**config.mk**
```make
export PLATFORM = sky130hd
export DESIGN_NAME = mxv_tx_sched
export DESIGN_NICKNAME = d
export VERILOG_FILES = /design/src/rtl/mxv_tx_sched.sv
export SDC_FILE = /design/constraint.sdc
export NUM_CORES = 1
export LEC_CHECK = 0
export BUFFER_PORTS_ARGS = -buffer_cell sky130_fd_sc_hd__buf_2
export CAP_MARGIN = 20
export CORE_UTILIZATION = 50
export CTS_CLUSTER_SIZE = 25
export DETAILED_ROUTE_END_ITERATION = 10
export PLACE_DENSITY = 0.76
export SLEW_MARGIN = 20
export SYNTH_ARGS = -nofsm -noshare
export SYNTH_HDL_FRONTEND = slang
export SYNTH_SLANG_ARGS = --single-unit
```
**constraint.sdc**
```tcl
create_clock -name clk -period 2.6 [get_ports clk]
set_input_delay 0.52 -clock clk [delete_from_list [all_inputs] [get_ports clk]]
set_output_delay 0.52 -clock clk [all_outputs]
set_load 0.1 [all_outputs]
```
**src/rtl/mxv_tx_sched.sv**
```systemverilog
// Result-FIFO to UART drain: pops each result word and sends it as uppercase
// ASCII hex (MSB nibble first), followed by a space or, after the last word, CR.
module mxv_tx_sched #(
   parameter int RESULT_W = 16,
   parameter int MAX_N    = 8,
   parameter int CNT_W    = 4
) (
   input  logic                clk,
   input  logic                rst,
   input  logic                start,
   input  logic [CNT_W-1:0]    n_results,
   input  logic                res_empty,
   input  logic [RESULT_W-1:0] res_data,
   output logic                pop_result,
   input  logic                tx_busy,
   output logic                tx_start,
   output logic [7:0]          tx_data,
   output logic                busy,
   output logic                done
);

   localparam int               CHARS   = RESULT_W / 4;
   localparam int               CC_W    = $clog2(CHARS + 2);
   localparam logic [CC_W-1:0]  CHARS_C = CC_W'(CHARS);
   localparam logic [CNT_W-1:0] MAX_C   = CNT_W'(MAX_N);

   typedef enum logic [2:0] {IDLE, POP, LATCH, CHAR, GUARD, WAIT_TX, SEP, DONE} state_t;

   state_t              state_q, state_d;
   logic [CNT_W-1:0]    n_q, n_d;
   logic [CNT_W-1:0]    word_q, word_d;
   logic [CC_W-1:0]     char_q, char_d;
   logic [RESULT_W-1:0] sh_q, sh_d;
   logic [7:0]          txd_q, txd_d;
   logic [CNT_W-1:0]    n_clamp;
   logic                last_word;

   function automatic logic [7:0] hex_char(input logic [3:0] nib);
      return (nib < 4'd10) ? (8'h30 + {4'h0, nib}) : (8'h37 + {4'h0, nib});
   endfunction

   assign n_clamp    = (n_results > MAX_C) ? MAX_C : n_results;
   assign last_word  = (word_q + CNT_W'(1)) >= n_q;
   assign pop_result = (state_q == POP) && !res_empty;
   assign tx_start   = ((state_q == CHAR) || (state_q == SEP)) && !tx_busy;
   assign tx_data    = txd_q;
   assign busy       = (state_q != IDLE) && (state_q != DONE);
   assign done       = (state_q == DONE);

   // tx_data is loaded on entry to CHAR/SEP so the byte is already in place
   // on the cycle tx_start fires, and holds until the next launch.
   always_comb begin
      state_d = state_q;
      n_d     = n_q;
      word_d  = word_q;
      char_d  = char_q;
      sh_d    = sh_q;
      txd_d   = txd_q;
      case (state_q)
         IDLE: begin
            if (start) begin
               if (n_clamp != '0) begin
                  n_d     = n_clamp;
                  word_d  = '0;
                  state_d = POP;
               end else begin
                  state_d = DONE;
               end
            end
         end
         POP: begin
            if (!res_empty) state_d = LATCH;
         end
         LATCH: begin
            sh_d    = res_data;
            char_d  = '0;
            txd_d   = hex_char(res_data[RESULT_W-1 -: 4]);
            state_d = CHAR;
         end
         CHAR: begin
            if (!tx_busy) begin
               sh_d    = sh_q << 4;
               char_d  = char_q + CC_W'(1);
               state_d = GUARD;
            end
         end
         GUARD: state_d = WAIT_TX;
         WAIT_TX: begin
            if (!tx_busy) begin
               if (char_q < CHARS_C) begin
                  txd_d   = hex_char(sh_q[RESULT_W-1 -: 4]);
                  state_d = CHAR;
               end else if (char_q == CHARS_C) begin
                  txd_d   = last_word ? 8'h0D : 8'h20;
                  state_d = SEP;
               end else if (last_word) begin
                  state_d = DONE;
               end else begin
                  if (word_q < MAX_C) word_d = word_q + CNT_W'(1);
                  state_d = POP;
               end
            end
         end
         // char counter steps past CHARS so WAIT_TX can tell a separator went out
         SEP: begin
            if (!tx_busy) begin
               char_d  = char_q + CC_W'(1);
               state_d = GUARD;
            end
         end
         DONE:    state_d = IDLE;
         default: state_d = IDLE;
      endcase
   end

   always_ff @(posedge clk or negedge rst) begin
      if (!rst) begin
         state_q <= IDLE;
         n_q     <= '0;
         word_q  <= '0;
         char_q  <= '0;
         sh_q    <= '0;
         txd_q   <= '0;
      end else begin
         state_q <= state_d;
         n_q     <= n_d;
         word_q  <= word_d;
         char_q  <= char_d;
         sh_q    <= sh_d;
         txd_q   <= txd_d;
      end
   end

endmodule

```
After elaboration in Yosys (flattened, before gate mapping)
Cells that the tools add are included.
Storage, ports and cells
  input bits: 25
  output and inout bits: 12
  register bits: 38
  word-level logic and storage cells: 87
Operators by class
  equality and inequality tests: 20
  $lt $le $gt $ge: 6
  add/sub/neg operators: 6
  reduce and logical (&&, ||, !) cells: 20
  mux-type cells: 29
Operator list (count)
  4-bit 2-to-1 mux: 8
  16-bit case mux with 2 select lines: 1
  6-bit by 4-bit adder with 7-bit output (first input constant): 4
  3-bit 2-to-1 mux: 9
  8-bit 2-to-1 mux: 3
  3-bit case mux with 7 select lines: 1
  2-bit inequality test (second input constant): 10
  16-bit 2-to-1 mux: 1
  8-bit case mux with 2 select lines: 1
  3-bit equality test (second input constant): 5
  7-bit 2-to-1 mux: 2
  4-bit < comparator (second input constant): 3
  4-bit case mux with 2 select lines: 1
  8-bit AND reduction: 1
  2-bit nonzero test: 4
  3-bit by 2-bit equality test with 1-bit output (second input constant): 2
  6-bit 2-to-1 mux: 1
  3-bit inequality test (second input constant): 2
  3-bit case mux with 2 select lines: 1
  3-bit AND reduction: 2
  4-bit by 1-bit adder with 4-bit output (second input constant): 1
  4-bit >= comparator: 1
  4-bit greater-than comparator (second input constant): 1
  2-bit AND reduction: 2
  other kinds (11): 14

Logic depth before layout (Yosys ltp)
  word-level depth: 7
  mapped depth: 8
  gate-level depth less buffers: 8

Worst setup path after synthesis
No wires, ideal clock.
  path type: reg2out
  start: register state_q[2]
  end: output pop_result
  path buffers: 2
  required time: 2.080 ns
  path slack: -1.510 ns
  data arrival time: 3.590 ns
  stages on the path, launching flop included: 4
  cell sequence: dfrtp_1 -> buf_6 -> buf_2 -> nor4_1
On the way
  cells in the longest elaborated chain, start to end: 2
RTL lines
  from (decl): RTL line 29  | state_t state_q, state_d;
  from (signal assigned): RTL line 125  | state_q <= state_d;
  3-bit by 1-bit equality test with 1-bit output: RTL line 44  | assign pop_result = (state_q == POP) && !res_empty;
  1-bit logical AND: RTL line 44
  to (decl): RTL line 14  | output logic pop_result,
No other way between the ends.

Worst setup path in the final report
  start: register word_q[0]
  end: register state_q[1]
On the way
  cells in the longest elaborated chain, start to end: 7
RTL lines
  from (decl): RTL line 31  | logic [CNT_W-1:0] word_q, word_d;
  from (signal assigned): RTL line 127  | word_q <= word_d;
  4-bit by 1-bit adder with 4-bit output: RTL line 43  | assign last_word = (word_q + CNT_W'(1)) >= n_q;
  4-bit >= comparator: RTL line 43
  3-bit 2-to-1 mux: RTL line 96  | end else if (last_word) begin
  3-bit 2-to-1 mux: RTL line 93  | end else if (char_q == CHARS_C) begin
  3-bit 2-to-1 mux: RTL line 90  | if (char_q < CHARS_C) begin
  3-bit 2-to-1 mux: RTL line 89  | if (!tx_busy) begin
  3-bit case mux with 7 select lines: RTL line 59  | case (state_q)
No other way between the ends. The select of a mux whose other input is x is not followed.
A chain may end at the register's enable or synchronous reset.

==> results.json <==
{
  "status": "completed",
  "ctsResizeCount": 0,
  "fin_area_um2": 2620,
  "critPathArrivalTime_ps": 2320,
  "grt_max_degree": 38,
  "wirelength_um": 4410,
  "ys_async_sr_fraction": 1.000,
  "ys_seq_elements": 37,
  "power.total_w": 0.003657,
  "firstDrtPassIters": 4,
  "grtUsageTotal": 0.2042,
  "synth_ff_type": "dfrtp_1",
  "synth.net_count": 285,
  "slew_viol_final": 0,
  "vias": 1832,
  "antenna_cells": 0,
  "cts.sinks": 37,
  "hpwlAfterDp_um": 3223,
  "nFillCells": 403,
  "mostFrequentLayoutCell": "dfrtp_1",
  "dieHeight_um": 69.54,
  "synthesis.area_um2": 2281,
  "area_growth_pct": 14.87,
  "avgSynthCellArea_um2": 9.087,
  "die_area_um2": 4836,
  "via_per_inst": 5.502,
  "endpoint_kind": "register",
  "cp-start-kind": "register",
  "final_layout_size_suffix_gt1_frac": 0.2135,
  "required_ps": 2770,
  "drtIter0Drc": 60,
  "tightest_slew_ps": 815.5,
  "fin_worst_skew_ps": 11.21,
  "die_x_um": 69.54,
  "path_clk_slew_ps": 70,
  "critPathMaxFanout": 6,
  "period_share": 0.8254,
  "max_slew_margin": 0.4563,
  "ys_seq_area_frac": 0.4059,
  "cts_tree": "built",
  "post_cts_buffers": 0,
  "cts_buffers": 5,
  "antenna_found_initial": 0,
  "root_buffer": "clkbuf_8",
  "detail_route.wl_per_cell_um": 13.24,
  "cts_max_level": 2,
  "max-cap-violations": 0,
  "p_leak_nw": 1.255,
  "vdd_ir_drop_max_mv": 1.465,
  "fin_setup_tns_ps": 0,
  "path_class": "register to register",
  "ant_nets": 0,
  "num_io_pins": 37,
  "nNetsFinal": 314,
  "placed_area_um2": 2495,
  "cts-hold-fix-buffers": 0,
  "internal-power_w": 0.001833,
  "setup_viol_count_final": 0,
  "grt_pass1_vias": 1787,
  "ys_warn_count": 0,
  "rsz0062_at_grt": "false",
  "rows": 24,
  "synth_cells": 251,
  "start_util": 0.5203,
  "final_cell_mix": "37 x dfrtp_1, 34 x buf_2, 28 x o21ai_0",
  "core_area_um2": 4384,
  "globalplace.congestion": 0.8449,
  "insertion_delay_ps": 290,
  "comb_power_share": 0.571,
  "p_switching_w": 0.001823,
  "synth_edf_count": 0,
  "power_density_nw_per_um2": 1396,
  "period_needed_ps": 2146,
  "yosysUniqueCellTypes": 52,
  "hold_path.class": "input pin to asynchronous set/reset pin",
  "seqPwrFrac": 0.288,
  "grt_pass1_wl_um": 7990,
  "final-hold-violation-count": 0,
  "portBuffers": 35,
  "clkPwrFrac": 0.141,
  "setup_slack_ps": 453.9,
  "grt.overflow.total": 0,
  "max-clock-path-buffers": 2,
  "fmax_ghz": 0.4660,
  "p_sw_frac": 0.4986,
  "post-place-ws_ps": 448.7,
  "drc": 0,
  "final_util": 0.5976
}
## path summary, 6_finish.rpt
| kind | startpoint | endpoint | slack (ps) | depth (start not counted) |
|---|---|---|---|---|
| setup / recovery | word_q[0] | state_q[1] | 450 | 6 |
| hold / removal | rst | word_q[3] | 320 | 1 |
| setup reg to reg | word_q[0] | state_q[1] | 450 | 6 |
| hold reg to reg | sh_q[8] | sh_q[8] | 480 | 2 |
| max in group asynchronous | rst | sh_q[11] | 1760 | 1 |
| min in group clk | res_data[0] | sh_q[0] | 450 | 2 |
## final cells by class
cell class	instances	area [um^2]	area share
tap	52	65.06	0.02483
inverter	15	56.30	0.02149
clock buffer	6	82.58	0.03152
clock inverter	2	37.54	0.01433
multi-input combinational	183	1240	0.4733
sequential	37	925.9	0.3534
timing repair buffer	38	212.7	0.08118
## routing by layer
| metal | share of wire | routed length [um] | up-vias | GRT usage |
|---|---|---|---|---|
| met2 | 0.45 | 2006 | 38 | 0.3128 |
| met5 | 0 | 0 | - | 0 |
| met4 | 0.0034 | 15 | 0 | 0.06576 |
| li1 | - | - | 937 | - |
| met1 | 0.51 | 2246 | 855 | 0.2886 |
| met3 | 0.032 | 142 | 2 | 0.04360 |
## power by group through the flow
stage | Combinational, W | Sequential, W | Clock [W]
after floorplan | 0.00147 | 0.00136 | 0
after global placement | 0.00206 | 0.00105 | 0
after detailed placement | 0.00209 | 0.00106 | 0
after CTS | 0.00209 | 0.00105 | 0.000528
after global routing | 0.00228 | 0.00109 | 0.000560
final | 0.00209 | 0.00105 | 0.000516
## synthesized netlist by cell type, types with 2 or more instances
master | count | area (um^2)
inv_1 | 14 | 52.55
clkbuf_1 | 5 | 18.77
nor2b_1 | 2 | 12.51
nor3_1 | 6 | 30.03
nand3b_1 | 3 | 22.52
nand2b_1 | 3 | 18.77
xnor2_1 | 4 | 35.03
maj3_1 | 2 | 20.02
a211o_1 | 2 | 17.52
o22a_1 | 2 | 17.52
a21oi_1 | 12 | 60.06
buf_4 | 3 | 22.52
xor2_1 | 2 | 17.52
ha_1 | 9 | 112.6
a31oi_1 | 4 | 25.02
buf_2 | 5 | 25.02
dfrtp_1 | 37 | 925.9
o21a_1 | 2 | 15.01
o21ai_0 | 28 | 140.1
a22o_1 | 5 | 43.79
nand3_1 | 5 | 25.02
o22ai_1 | 2 | 12.51
a221oi_1 | 2 | 17.52
buf_6 | 2 | 22.52
o21ai_1 | 3 | 15.01
mux2i_1 | 13 | 130.1
nand2_1 | 26 | 97.59
nor4_1 | 2 | 12.51
nor2_1 | 23 | 86.33
## worst max-delay path, stage by stage (launching register included)
cell and delay (ps):
dfrtp_1 430, ha_1 320, ha_1 320, a2111oi_4 360
o21ba_4 240, nor2_2 50, o32a_1 320
## through the flow
step	std cells	hold WS, ps
6_report	333	324.8
3_3_place_gp	325	460.4
3_5_place_dp	325	470.3
2_1_floorplan	251	224.4
5_1_grt	333	387.8
4_1_cts	333	350.4
## kinds of logic (layout without fill, tap and decap cells)
kind of cell	Yosys count	count (layout)	synth area share
buffers and inverters	31	61	0.06527
multiplexers	14	14	0.06198
other	1	1	0.001644
adder cells (fa/ha/maj)	11	11	0.05815
flip-flops	37	37	0.4059
XOR/XNOR	6	6	0.02304
AO/OA/AOI/OAI	72	72	0.2085
AND/OR/NAND/NOR	79	79	0.1755
## registers in the layout (all words and copies together) (netlist names)
| signal | cells |
|---|---|
| n_q | 4 |
| sh_q | 16 |
| word_q | 4 |
| tx_data | 7 |
| char_q | 3 |
| state_q | 3 |
Note: power is estimated with default switching activity, not from simulation.
